`src/rtl/ft_rx_deframer.sv`:
```
// rtl/ft_rx_deframer.sv - FT RX FIFO frame deframer with cut-through payload output
//
// Hunts for SYNC_WORD in the RX FIFO stream, reads LEN, forwards LEN payload
// words to a valid/ready sink, then compares the trailing CHK word with the
// 16-bit running sum of payload bits [15:0].
//
// Ports:
//   clk, rst_n           clock, asynchronous active-low reset
//   ft_dout_i/_be_i      FIFO head word and its byte enables (first-word-fall-through)
//   ft_dout_empty_i      1 = no head word
//   ft_dout_get_o        pop head word (combinational)
//   m_data_o/m_be_o      payload word and byte enables
//   m_valid_o/m_last_o   payload valid / final payload word of the frame
//   m_ready_i            sink accepts payload word
//   frame_ok_o/_err_o    one-cycle frame status pulses
//   err_code_o           1 length, 2 checksum, 3 byte enable; held until next error
//   frame_count_o        good frame counter (wraps)

module ft_rx_deframer #(
  parameter int          BUS_WIDTH = 16,
  parameter logic [15:0] SYNC_WORD = 16'hA55A,
  parameter int          MAX_LEN   = 1024
) (
  input  logic                   clk,
  input  logic                   rst_n,
  input  logic [BUS_WIDTH-1:0]   ft_dout_i,
  input  logic [BUS_WIDTH/8-1:0] ft_dout_be_i,
  input  logic                   ft_dout_empty_i,
  output logic                   ft_dout_get_o,
  output logic [BUS_WIDTH-1:0]   m_data_o,
  output logic [BUS_WIDTH/8-1:0] m_be_o,
  output logic                   m_valid_o,
  output logic                   m_last_o,
  input  logic                   m_ready_i,
  output logic                   frame_ok_o,
  output logic                   frame_err_o,
  output logic [1:0]             err_code_o,
  output logic [15:0]            frame_count_o
);

  localparam int          BEW       = BUS_WIDTH / 8;
  localparam logic [15:0] MAX_LEN_W = 16'(MAX_LEN);

  localparam logic [1:0] ERR_LEN = 2'd1;
  localparam logic [1:0] ERR_CHK = 2'd2;
  localparam logic [1:0] ERR_BE  = 2'd3;

  typedef enum logic [1:0] {
    S_SYNC,
    S_LEN,
    S_PAYLOAD,
    S_CHECK
  } state_e;

  state_e               state_q, state_d;
  logic [15:0]          cnt_q, cnt_d;
  logic [15:0]          chk_q, chk_d;
  logic [BUS_WIDTH-1:0] m_data_q, m_data_d;
  logic [BEW-1:0]       m_be_q, m_be_d;
  logic                 m_valid_q, m_valid_d;
  logic                 m_last_q, m_last_d;
  logic                 frame_ok_q, frame_ok_d;
  logic                 frame_err_q, frame_err_d;
  logic [1:0]           err_code_q, err_code_d;
  logic [15:0]          frame_count_q, frame_count_d;
  logic                 pop;

  logic [15:0] head_word;
  logic        be_full;

  assign head_word = ft_dout_i[15:0];
  assign be_full   = &ft_dout_be_i;

  always_comb begin
    state_d       = state_q;
    cnt_d         = cnt_q;
    chk_d         = chk_q;
    m_data_d      = m_data_q;
    m_be_d        = m_be_q;
    m_valid_d     = m_valid_q;
    m_last_d      = m_last_q;
    frame_ok_d    = 1'b0;
    frame_err_d   = 1'b0;
    err_code_d    = err_code_q;
    frame_count_d = frame_count_q;
    pop           = 1'b0;

    // Acceptance retires the held word; a pop below in the same cycle
    // overrides this with the next word, which keeps 1 word/cycle.
    if (m_valid_q && m_ready_i) begin
      m_valid_d = 1'b0;
      m_last_d  = 1'b0;
    end

    case (state_q)
      S_SYNC: begin
        pop = !ft_dout_empty_i;
        if (pop && head_word == SYNC_WORD && be_full) begin
          state_d = S_LEN;
        end
      end

      S_LEN: begin
        pop = !ft_dout_empty_i;
        if (pop) begin
          if (!be_full) begin
            frame_err_d = 1'b1;
            err_code_d  = ERR_BE;
            state_d     = S_SYNC;
          end else if (head_word > MAX_LEN_W) begin
            frame_err_d = 1'b1;
            err_code_d  = ERR_LEN;
            state_d     = S_SYNC;
          end else begin
            cnt_d   = head_word;
            chk_d   = 16'd0;
            state_d = (head_word == 16'd0) ? S_CHECK : S_PAYLOAD;
          end
        end
      end

      S_PAYLOAD: begin
        // Only pop when the output register is free or being drained now.
        pop = !ft_dout_empty_i && (!m_valid_q || m_ready_i);
        if (pop) begin
          m_data_d  = ft_dout_i;
          m_be_d    = ft_dout_be_i;
          m_valid_d = 1'b1;
          m_last_d  = (cnt_q == 16'd1);
          chk_d     = chk_q + head_word;
          cnt_d     = cnt_q - 16'd1;
          if (cnt_q == 16'd1) begin
            state_d = S_CHECK;
          end
        end
      end

      S_CHECK: begin
        // Does not wait for the last payload word to drain.
        pop = !ft_dout_empty_i;
        if (pop) begin
          state_d = S_SYNC;
          if (!be_full) begin
            frame_err_d = 1'b1;
            err_code_d  = ERR_BE;
          end else if (head_word != chk_q) begin
            frame_err_d = 1'b1;
            err_code_d  = ERR_CHK;
          end else begin
            frame_ok_d    = 1'b1;
            frame_count_d = frame_count_q + 16'd1;
          end
        end
      end

      default: begin
        state_d = S_SYNC;
      end
    endcase
  end

  always_ff @(posedge clk or negedge rst_n) begin
    if (!rst_n) begin
      state_q       <= S_SYNC;
      cnt_q         <= 16'd0;
      chk_q         <= 16'd0;
      m_data_q      <= '0;
      m_be_q        <= '0;
      m_valid_q     <= 1'b0;
      m_last_q      <= 1'b0;
      frame_ok_q    <= 1'b0;
      frame_err_q   <= 1'b0;
      err_code_q    <= 2'd0;
      frame_count_q <= 16'd0;
    end else begin
      state_q       <= state_d;
      cnt_q         <= cnt_d;
      chk_q         <= chk_d;
      m_data_q      <= m_data_d;
      m_be_q        <= m_be_d;
      m_valid_q     <= m_valid_d;
      m_last_q      <= m_last_d;
      frame_ok_q    <= frame_ok_d;
      frame_err_q   <= frame_err_d;
      err_code_q    <= err_code_d;
      frame_count_q <= frame_count_d;
    end
  end

  // Gated by rst_n so the FIFO is never popped while reset is asserted.
  assign ft_dout_get_o = pop && rst_n;
  assign m_data_o      = m_data_q;
  assign m_be_o        = m_be_q;
  assign m_valid_o     = m_valid_q;
  assign m_last_o      = m_last_q;
  assign frame_ok_o    = frame_ok_q;
  assign frame_err_o   = frame_err_q;
  assign err_code_o    = err_code_q;
  assign frame_count_o = frame_count_q;

endmodule
```
`config.mk`:
```
export PLATFORM = sky130hd
export DESIGN_NAME = ft_rx_deframer
export DESIGN_NICKNAME = d
export VERILOG_FILES = /design/src/rtl/ft_rx_deframer.sv
export SDC_FILE = /design/constraint.sdc
export NUM_CORES = 1
export LEC_CHECK = 0
export CAP_MARGIN = 25
export CORE_ASPECT_RATIO = 0.7
export CORE_MARGIN = 2
export CORE_UTILIZATION = 59
export DETAILED_ROUTE_END_ITERATION = 10
export HOLD_SLACK_MARGIN = 0.05
export PLACE_DENSITY = 0.86
export SLEW_MARGIN = 20
export SYNTH_ARGS = -nofsm -noshare
export SYNTH_HDL_FRONTEND = slang
export SYNTH_SLANG_ARGS = --single-unit
```
`constraint.sdc`:
```
create_clock -name clk -period 8.5 [get_ports clk]
set_clock_uncertainty 0.15 [all_clocks]
set_input_delay 2.125 -clock clk [delete_from_list [all_inputs] [get_ports clk]]
set_output_delay 2.125 -clock clk [all_outputs]
set_load 0.05 [all_outputs]
```
Word-level counts from Yosys, hierarchy flattened
Index checks and enable logic that the tools add are counted.
{"block": "totals", "regBits": 74, "out_inout_bits": 41, "elab_cells": 95}
{"block": "classes", "n_addsub": 3, "magnitude_cmp": 1, "eq_ne": 15, "n_mux": 44, "bitwise": 2, "reduce_logical": 19}
{"cell": "$mux 16", "n": 8}
{"cell": "$pmux 16 s2", "n": 2}
{"cell": "$mux 2", "n": 13}
{"cell": "$reduce_and 5->1", "n": 4}
{"cell": "$mux 1", "n": 17}
{"cell": "$add 16x1->16 const B", "n": 1}
{"cell": "$add 16x16->16", "n": 1}
{"cell": "$eq 16x1->1 const B", "n": 1}
{"cell": "$eq 16x16->1 const B", "n": 1}
{"cell": "$gt 16x11->1 const B", "n": 1}
{"cell": "$logic_not 16->1", "n": 1}
{"cell": "$ne 16x16->1", "n": 1}
{"cell": "$sub 16x1->16 const B", "n": 1}
{"cell": "$ne 2x2->1 const B", "n": 7}
{"cell": "$pmux 2 s4", "n": 1}
{"cell": "$ne 3x3->1 const B", "n": 2}
{"cell": "$logic_and 1x1->1", "n": 5}
{"cell": "$eq 2x2->1 const B", "n": 2}
{"cell": "$pmux 1 s2", "n": 2}
{"cell": "$pmux 2 s2", "n": 1}
{"cell": "$reduce_and 2->1", "n": 2}
{"cell": "$reduce_bool 2->1", "n": 2}
{"cell": "$reduce_or 3->1", "n": 1}
{"cell": "$eq 2x1->1 const B", "n": 1}
{"cell": "other kinds (4)", "n": 6}

Logic depth before layout (Yosys ltp)
Gate-level depths: netlist (run 1).
{"block": "depth", "ltp_word": 6, "depth_mapped": 10}

Least setup slack after synthesis (run 1)
No wires, ideal clock.
{"block": "synth_timing", "path_type": "input to output", "startpoint": "input port m_ready_i", "endpoint": "output port ft_dout_get_o", "arrival_time_ns": 3.465, "t_required_ns": 6.225, "setup_slack_ns": 2.760, "path_stages": 3, "path_buffers": 0, "cell_sequence": "nand2b_1 > nor2_1 > nor3b_1"}
{"block": "synth_between", "elab_chain_cells": 4}
{"item": "from (decl)", "line": "34", "text": "input logic m_ready_i,"}
{"item": "$logic_or 1x1->1", "line": "124", "text": "pop = !ft_dout_empty_i && (!m_valid_q || m_ready_i);"}
{"item": "$logic_and 1x1->1", "line": "124"}
{"item": "$pmux 1 s2", "line": "95", "text": "case (state_q)"}
{"item": "$logic_and 1x1->1", "line": "191", "text": "assign ft_dout_get_o = pop && rst_n;"}
{"item": "to (decl)", "line": "29", "text": "output logic ft_dout_get_o,"}
No other way between the ends.

Final worst setup path (run 1)
Ends and elaborated chain as after synthesis.

==> results of run 1 <==
[worst max-delay path by stage]
stage / startpoint / to / slack (ns) / depth (start not counted)
6_report: m_ready_i / ft_dout_get_o / 2.33 / 5
5_1_grt: m_ready_i / ft_dout_get_o / 2.25 / 5
4_1_cts: m_ready_i / ft_dout_get_o / 2.32 / 5
3_5_place_dp: m_ready_i / ft_dout_get_o / 2.32 / 5
3_3_place_gp: m_ready_i / ft_dout_get_o / 2.41 / 5
2_1_floorplan: m_ready_i / ft_dout_get_o / 2.76 / 3
[per-layer routing]
metal  GRT usage [%]  vias to the layer above  part of all wire, %
met5               0                        -                    0
met4            10.2                        0                  2.5
met3            7.62                       40                  9.9
met2            49.5                      231                   45
met1            41.2                     1884                   42
li1                -                     1790                    -
[cell usage after synthesis, types with 9 or more instances]
library cell  count  area (um^2)
nand3_1           9         45.0
a21o_1            9         67.6
dfrtp_1          74         1850
nor4_1           13         81.3
inv_1            10         37.5
xnor2_1          16          140
nor2_1           31          116
nand2b_1         10         62.6
o21ai_0          42          210
xor2_1           12          105
a21oi_1          26          130
nand2_1          97          364
ha_1             18          225
clkbuf_1         18         67.6
nor3_1           12         60.1
[logic make-up after synthesis]
family          after synthesis  synth area share [%]
compound gates              107                  15.8
xor+xnor                     28                  5.88
fa+ha+maj                    19                  5.88
buf+inv                      31                  3.03
flops                        74                  44.4
mux                           1                 0.270
simple gates                214                  24.8
[sequential cells by signal (all words and copies together), names as in the netlist, named ones only]
name / count
state_q: 1
cnt_q: 16
frame_ok_o: 1
err_code_o: 2
m_last_o: 1
chk_q: 16
m_valid_o: 1
m_data_o: 16
m_be_o: 2
frame_count_o: 16
frame_err_o: 1
[worst min-delay path, cell delays in order (launching register included)]
cell and delay (ns):
dfrtp_1 0.34, nand2_1 0.05, nand2_1 0.05
[power groups by stage]
stage / Combinational (mW) / Clock (mW) / Sequential [mW]
floorplan: 0.0312 / 0 / 0.381
global route: 0.0942 / 0.285 / 0.360
finish: 0.0880 / 0.269 / 0.360
global placement: 0.0846 / 0 / 0.367
CTS: 0.0872 / 0.271 / 0.360
detailed placement: 0.0863 / 0 / 0.367
[final cells by class]
cell class / instances / area (um^2) / area share, %
multi-input combinational: 369 / 2190 / 43.4
tap: 94 / 118 / 2.33
clock buffer: 10 / 128 / 2.53
clock inverter: 6 / 65.1 / 1.29
timing repair buffer: 67 / 656 / 13.0
inverter: 10 / 37.5 / 0.744
sequential: 74 / 1850 / 36.7
[per-stage QoR]
stage / setup slack (ns) / hold slack [ns]
5_1_grt: 2.25 / 0.349
6_report: 2.33 / 0.328
4_1_cts: 2.32 / 0.331
3_3_place_gp: 2.41 / 0.308
2_1_floorplan: 2.76 / 0.303
3_5_place_dp: 2.32 / 0.312
==> results.yml, run 1 <==
status:
  status: "completed"
routing:
  routedWlPerCell_um: 18.0
  drt-initial-drc-count: 370
  avgViaCountPerCell: 6.26
  ant_nets: 0
  first_pass_iters: 5
  vias: 3945
  routed_wl_um: 11300
  route.detailed.drc: 0
min_path:
  hold_end: "m_data_o[7]$_DFFE_PN0P_"
  hold_path_depth: 2
  hold_class: "reg -> reg"
  hp-start: "m_data_o[7]$_DFFE_PN0P_"
floorplan:
  start_util_pct: 61.4
  core_um2: 6790
  die_w_um: 104
  num_io_pins: 63
  die_h_um: 74.3
  dieArea_um2: 7770
  std_cell_rows: 25
sta:
  drv_slew: 0
  setup_viol: 0
  min_period_ns: 6.17
  worst_slew_pin_slew_ns: 0.770
  fin_setup_tns_ns: 0
  rsz0062_at_grt: "false"
  final_hold_viol_count: 0
  slew_headroom_pct: 48.6
  fin_crit_sh_pct: 72.6
  fmax_mhz: 162
setup_path:
  r2r-end: "frame_count_o[15]$_DFFE_PN0P_"
  path_common_cell: "clkdlybuf4s50_1"
  crit_family: "buffers and inverters"
  cp_max_fo: 4
  crit_path_end_kind: "primary output"
  max_stage_delay_ns: 0.83
  crit_slowest_cell: "clkdlybuf4s50_1"
  r2r_slack_ns: 5.43
  required_ns: 6.23
  crit_arrival_ns: 3.90
  crit_type: "in -> out"
  timing.rr.start: "chk_q[13]$_DFFE_PN0P_"
  critPathBufInv: 2
  worstSetupStartpointType: "input pin"
  reg2regPathDepth: 7
  path_cells: "clkdlybuf4s50_1 > nand2b_1 > nor2_1 > nor3b_1 > clkdlybuf4s50_1"
synthesis:
  synth_fp_nets: 515
  ys_seq_elements: 74
  netlist-cell-type-count: 51
  ys.warnings.count: 0
  synth-seq-area-share_pct: 44.4
  synth_cells: 474
  postSynthAreaPerCell_um2: 8.80
  netlist_area_um2: 4170
  synth-async-reset-ratio_pct: 100
  synth_ff_type: "dfrtp_1"
  synth_edf_count: 0
placed_design:
  port_buffers: 62
  place_area_um2: 4850
  routabilityCongestion: 0.908
  dp_hpwl_um: 8200
  place_inst: 614
clocking:
  cts_max_level: 3
  cts.repair.resized: 0
  cts_buffers: 9
  tritoncts: "yes"
  post-cts-setup-buffers: 0
  holdBufCountCts: 0
  cts.path.max_buffers: 2
  cts-root-buf: "clkbuf_8"
  cts_sinks: 74
  clock_latency_ns: 0.36
  path_clk_slew_ns: 0.08
grt:
  grt_max_degree: 55
  grt_pass1_wl_um: 18300
  grt_pass1_vias: 3690
  antenna_found_initial: 0
  track_usage_pct: 30.6
  gr-total-overflow: 0
power_and_ir_drop:
  p_per_area_nw_per_um2: 142
  ir_worst_vdd_mv: 0.0978
  total_power_uw: 717
  pwr-share-seq_pct: 50.2
  combPwrFrac_pct: 12.3
  p_clk_share_pct: 37.5
  switching_share_pct: 26.8
  p_int_uw: 525
  power_leakage_nw: 2.33
  power.switching_uw: 192
finish:
  fin_util_pct: 74.4
  final_cell_mix: "97 x nand2_1, 74 x dfrtp_1, 61 x clkdlybuf4s50_1"
  num_antenna_cells: 0
  final_nets: 572
  layout_commonest_cell: "nand2_1"
  syn2layout_area_growth_pct: 21.0
  drive_gt1_share_pct: 5.22
  nFillCells: 507
  fin_cells: 630
  final_area_um2: 5050
job:
  cap_violations: 0
No activity file was read; power rests on OpenSTA's default activity.
==> run 2: changes to the inputs <==
--- a/config.mk
+++ b/config.mk
@@ -8,10 +8,10 @@
 export CAP_MARGIN = 25
 export CORE_ASPECT_RATIO = 0.7
 export CORE_MARGIN = 2
-export CORE_UTILIZATION = 59
+export CORE_UTILIZATION = 54
 export DETAILED_ROUTE_END_ITERATION = 10
 export HOLD_SLACK_MARGIN = 0.05
-export PLACE_DENSITY = 0.86
+export PLACE_DENSITY = 0.8
 export SLEW_MARGIN = 20
 export SYNTH_ARGS = -nofsm -noshare
 export SYNTH_HDL_FRONTEND = slang
==> constraint.sdc (replaced) <==
create_clock -name clk -period 6.13 [get_ports clk]
set_clock_uncertainty 0.15 [all_clocks]
set_input_delay 1.5325 -clock clk [delete_from_list [all_inputs] [get_ports clk]]
set_output_delay 1.5325 -clock clk [all_outputs]
set_load 0.05 [all_outputs]
==> run 2 against run 1 <==
Net effect:
- sequential power up 39%
- critical path depth unchanged
- clock-buffer cell count is 1 lower
- highest routed layer unchanged
- utilization down 5.8 points
- largest power group unchanged
- sequential share of layout area is 0.14 points lower
==> results.yml, run 2 (same netlist as run 1, synthesis figures left out) <==
power_and_ir_drop:
  p_per_area_nw_per_um2: 202
  ir_worst_vdd_mv: 0.134
  power_leakage_nw: 2.33
setup_path:
  path_cells: "clkdlybuf4s50_1 > nand2b_1 > nor2_1 > nor3b_1 > clkdlybuf4s50_1"
  timing.rr.start: "chk_q[11]$_DFFE_PN0P_"
  crit_path_end_kind: "primary output"
  required_ns: 4.45
  reg2regPathDepth: 8
  max_stage_delay_ns: 0.84
  r2r_slack_ns: 3.17
  critPathBufInv: 2
  crit_slowest_cell: "clkdlybuf4s50_1"
  crit_type: "in -> out"
  path_common_cell: "clkdlybuf4s50_1"
  worstSetupStartpointType: "input pin"
  cp_max_fo: 4
  crit_family: "buffers and inverters"
  r2r-end: "frame_count_o[15]$_DFFE_PN0P_"
  crit_arrival_ns: 3.28
clocking:
  cts_sinks: 74
  cts_max_level: 3
  post-cts-setup-buffers: 0
  tritoncts: "yes"
  cts-root-buf: "clkbuf_8"
  holdBufCountCts: 0
  clock_latency_ns: 0.37
  cts_buffers: 9
  path_clk_slew_ns: 0.09
  cts.path.max_buffers: 2
  cts.repair.resized: 0
sta:
  fin_ws_ns: 1.17
  slew_headroom_pct: 41.7
  drv_slew: 0
  fmax_mhz: 201
  setup_viol: 0
  fin_crit_sh_pct: 81.0
  final_hold_viol_count: 0
  min_period_ns: 4.96
  fin_setup_tns_ns: 0
  worst_slew_pin_slew_ns: 0.873
  rsz0062_at_grt: "false"
  hold_ws_ns: 0.332
floorplan:
  dieArea_um2: 8450
  start_util_pct: 56.5
  die_h_um: 77.5
  die_w_um: 109
  std_cell_rows: 26
  core_um2: 7380
  num_io_pins: 63
grt:
  grt_pass1_wl_um: 18000
  antenna_found_initial: 0
  gr-total-overflow: 0
  grt_max_degree: 61
  grt_pass1_vias: 3561
  track_usage_pct: 27.8
placed_design:
  place_inst: 618
  dp_hpwl_um: 7880
  routabilityCongestion: 0.874
  pre_cts_ws_ns: 1.17
  port_buffers: 62
status:
  status: "completed"
routing:
  routedWlPerCell_um: 17.1
  ant_nets: 0
  routed_wl_um: 10900
  route.detailed.drc: 0
  avgViaCountPerCell: 6.01
  vias: 3808
  first_pass_iters: 5
  drt-initial-drc-count: 386
finish:
  syn2layout_area_growth_pct: 21.5
  fin_util_pct: 68.6
  drive_gt1_share_pct: 5.41
  num_antenna_cells: 0
  layout_commonest_cell: "nand2_1"
  final_cell_mix: "97 x nand2_1, 74 x dfrtp_1, 61 x clkdlybuf4s50_1"
  nFillCells: 596
  final_nets: 572
  fin_cells: 634
min_path:
  hold_end: "m_data_o[4]$_DFFE_PN0P_"
  hold_path_depth: 2
  hp-start: "m_data_o[4]$_DFFE_PN0P_"
  hold_class: "reg -> reg"
job:
  cap_violations: 0
-- run 2: final cells by class --
class | instances | area, um^2 | share of cell area, %
Sequential cell | 74 | 1850 | 36.6
Inverter | 10 | 37.5 | 0.741
Tap cell | 98 | 123 | 2.42
Clock buffer | 9 | 124 | 2.45
Multi-Input combinational cell | 369 | 2190 | 43.3
Clock inverter | 7 | 82.6 | 1.63
Timing Repair Buffer | 67 | 656 | 12.9
-- run 2: worst max-delay path by stage --
stage,from,slack (ns),endpoint,depth (start not counted)
final,m_ready_i,1.17,ft_dout_get_o,5
after global routing,m_ready_i,1.09,ft_dout_get_o,5
after CTS,m_ready_i,1.15,ft_dout_get_o,5
after detailed placement,m_ready_i,1.17,ft_dout_get_o,5
after global placement,m_ready_i,1.22,ft_dout_get_o,5
after floorplan,m_ready_i,1.58,ft_dout_get_o,3
-- run 2: worst reg2reg max path, cell delays in order (launching register included) --
cell and delay [ns]:
dfrtp_1 0.39, ha_1 0.38, nor4_1 0.40, nand3_1 0.14, nor4_2 0.53, and4_1 0.37, and2_1 0.21, nand4_1 0.13
xnor2_1 0.14
-- run 2: metal layers --
layer	vias up	wire length, um	track usage [%]
li1	1793	-	-
met1	1807	4840	40.6
met2	182	4660	39.8
met3	26	1140	7.65
met4	0	227	9.49
met5	-	0	0
-- run 2: per-stage QoR --
stage / power [mW] / instance area (um^2)
finish: 1.03 / 5070
detailed placement: 0.629 / 4860
global placement: 0.626 / 4860
global route: 1.06 / 5070
floorplan: 0.572 / 4170
CTS: 1.03 / 5070
-- run 2: power breakdown --
part	internal [mW]	switching, mW	total, mW
Combinational	0.0442	0.0776	0.122
Sequential	0.495	0.00401	0.499
Clock	0.195	0.210	0.405
Total	0.734	0.292	1.03
==> run 3: changes to the inputs <==
==> constraint.sdc (replaced) <==
create_clock -name clk -period 4.6 [get_ports clk]
set_clock_uncertainty 0.15 [all_clocks]
set_input_delay 1.15 -clock clk [delete_from_list [all_inputs] [get_ports clk]]
set_output_delay 1.15 -clock clk [all_outputs]
set_load 0.05 [all_outputs]
==> run 3 against run 2 <==
Net effect:
- clock-buffer cell count stayed put
- worst hold slack worse by 0.0012 ns
- first-iteration DRC count is 18% lower
- final area is 1.3% higher
- non-clock buffer count is 6 higher
- highest routed layer unchanged
- clock power is 34% higher
- power is 34% higher
- global-route usage is 1.1 points higher
==> results.yml, run 3 (same netlist as run 1, synthesis figures left out) <==
job:
  cap_violations: 0
placed_design:
  routabilityCongestion: 0.941
  place_area_um2: 4890
  port_buffers: 62
  dp_hpwl_um: 8170
routing:
  routed_wl_um: 11200
  routedWlPerCell_um: 17.6
  ant_nets: 0
  drt-initial-drc-count: 317
  route.detailed.drc: 0
  first_pass_iters: 5
  vias: 3810
  avgViaCountPerCell: 5.95
clocking:
  cts.path.max_buffers: 2
  tritoncts: "yes"
  cts_sinks: 74
  clock_latency_ns: 0.37
  cts_buffers: 9
  cts.repair.resized: 0
  cts-root-buf: "clkbuf_8"
  holdBufCountCts: 0
  post-cts-setup-buffers: 0
  path_clk_slew_ns: 0.08
  cts_max_level: 3
setup_path:
  crit_slowest_cell: "or4_4"
  crit_type: "in -> reg"
  startpoint: "ft_dout_i[5]"
  timing.rr.start: "chk_q[13]$_DFFE_PN0P_"
  critPathBufInv: 2
  path_common_cell: "or4_4"
  crit_family: "simple AND/OR/NAND/NOR gates"
  required_ns: 4.70
  cp_max_fo: 27
  r2r-end: "frame_count_o[15]$_DFFE_PN0P_"
  path_depth: 8
  crit_end: "chk_q[12]$_DFFE_PN0P_"
  reg2regPathDepth: 7
  max_stage_delay_ns: 0.57
  crit_arrival_ns: 4.03
  worstSetupStartpointType: "input pin"
  r2r_slack_ns: 1.79
  crit_path_end_kind: "register"
  path_cells: "clkdlybuf4s50_1 > or4_4 > or4_4 > a21oi_4 > nor2_1 > or2_1 > buf_4 > a211o_1"
sta:
  rsz0062_at_grt: "false"
  fmax_mhz: 255
  min_period_ns: 3.92
  drv_slew: 0
  setup_viol: 0
  worst_slew_pin_slew_ns: 0.722
  fin_setup_tns_ns: 0
  final_hold_viol_count: 0
  fin_crit_sh_pct: 85.3
  slew_headroom_pct: 51.8
finish:
  final_nets: 578
  final_cell_mix: "97 x nand2_1, 74 x dfrtp_1, 60 x clkdlybuf4s50_1"
  num_antenna_cells: 0
  syn2layout_area_growth_pct: 23.0
  layout_commonest_cell: "nand2_1"
  drive_gt1_share_pct: 6.64
  final_area_um2: 5130
floorplan:
  dieArea_um2: 8450
  die_h_um: 77.5
  num_io_pins: 63
  core_um2: 7380
  start_util_pct: 56.5
  std_cell_rows: 26
  die_w_um: 109
status:
  status: "completed"
grt:
  grt_max_degree: 75
  antenna_found_initial: 0
  grt_pass1_wl_um: 18600
  gr-total-overflow: 0
  grt_pass1_vias: 3565
  track_usage_pct: 29.0
min_path:
  hold_class: "reg -> reg"
power_and_ir_drop:
  p_per_area_nw_per_um2: 268
  ir_worst_vdd_mv: 0.161
  power_leakage_nw: 2.37
==> run 3: changes by cell type in the layout (fill, tap and decap cells not counted), sizes merged <==
cell	change
buf	+7
clkdlybuf4s50	-1
clkinvlp	-1
inv	+1
==> run 3: power breakdown <==
part / switching (mW) / internal, mW
clock: 0.281 / 0.262
combinational: 0.103 / 0.0633
sequential: 0.00541 / 0.659
==> run 3: through the flow <==
| step | instances | hold WS, ns | total power, mW | setup slack, ns | utilization [%] |
|---|---|---|---|---|---|
| 2_1_floorplan | 474 | 0.303 | 0.762 | 0.810 | - |
| 3_3_place_gp | 623 | 0.308 | 0.838 | 0.380 | 66.3 |
| 3_5_place_dp | 623 | 0.314 | 0.840 | 0.335 | 66.3 |
| 4_1_cts | 639 | 0.334 | 1.38 | 0.717 | 69.1 |
| 5_1_grt | 640 | 0.358 | 1.43 | 0.602 | 69.5 |
| 6_report | 640 | 0.330 | 1.37 | 0.675 | 69.5 |
==> run 3: area by class of cell <==
class	count	area, um^2
Multi-Input combinational cell	369	2190
Clock buffer	9	124
Timing Repair Buffer	73	718
Inverter	10	37.5
Clock inverter	7	83.8
Sequential cell	74	1850
Fill cell	594	2250
Tap cell	98	123
==> run 3: how the worst min path moves through the flow <==
stage	from	end	slack, ns	cells past startpoint
after floorplan	chk_q[5]$_DFFE_PN0P_	chk_q[5]$_DFFE_PN0P_	0.30	2
after global placement	m_be_o[0]$_DFFE_PN0P_	m_be_o[0]$_DFFE_PN0P_	0.31	2
after detailed placement	m_data_o[14]$_DFFE_PN0P_	m_data_o[14]$_DFFE_PN0P_	0.31	2
after CTS	m_data_o[14]$_DFFE_PN0P_	m_data_o[14]$_DFFE_PN0P_	0.33	2
after global routing	m_data_o[4]$_DFFE_PN0P_	m_data_o[4]$_DFFE_PN0P_	0.36	2
final	m_data_o[14]$_DFFE_PN0P_	m_data_o[14]$_DFFE_PN0P_	0.33	2
==> run 3: tightest hold or removal path: stages, from the launching register on <==
cell	delay (ns)
dfrtp_1	0.35
nand2_1	0.05
nand2_1	0.05
==> run 3: layer usage <==
metal,up-vias,track usage [%],part of all wire [%]
li1,1805,-,-
met1,1802,43.5,45
met2,180,39.4,41
met3,23,10.3,12
met4,0,7.56,1.9
met5,-,0,0
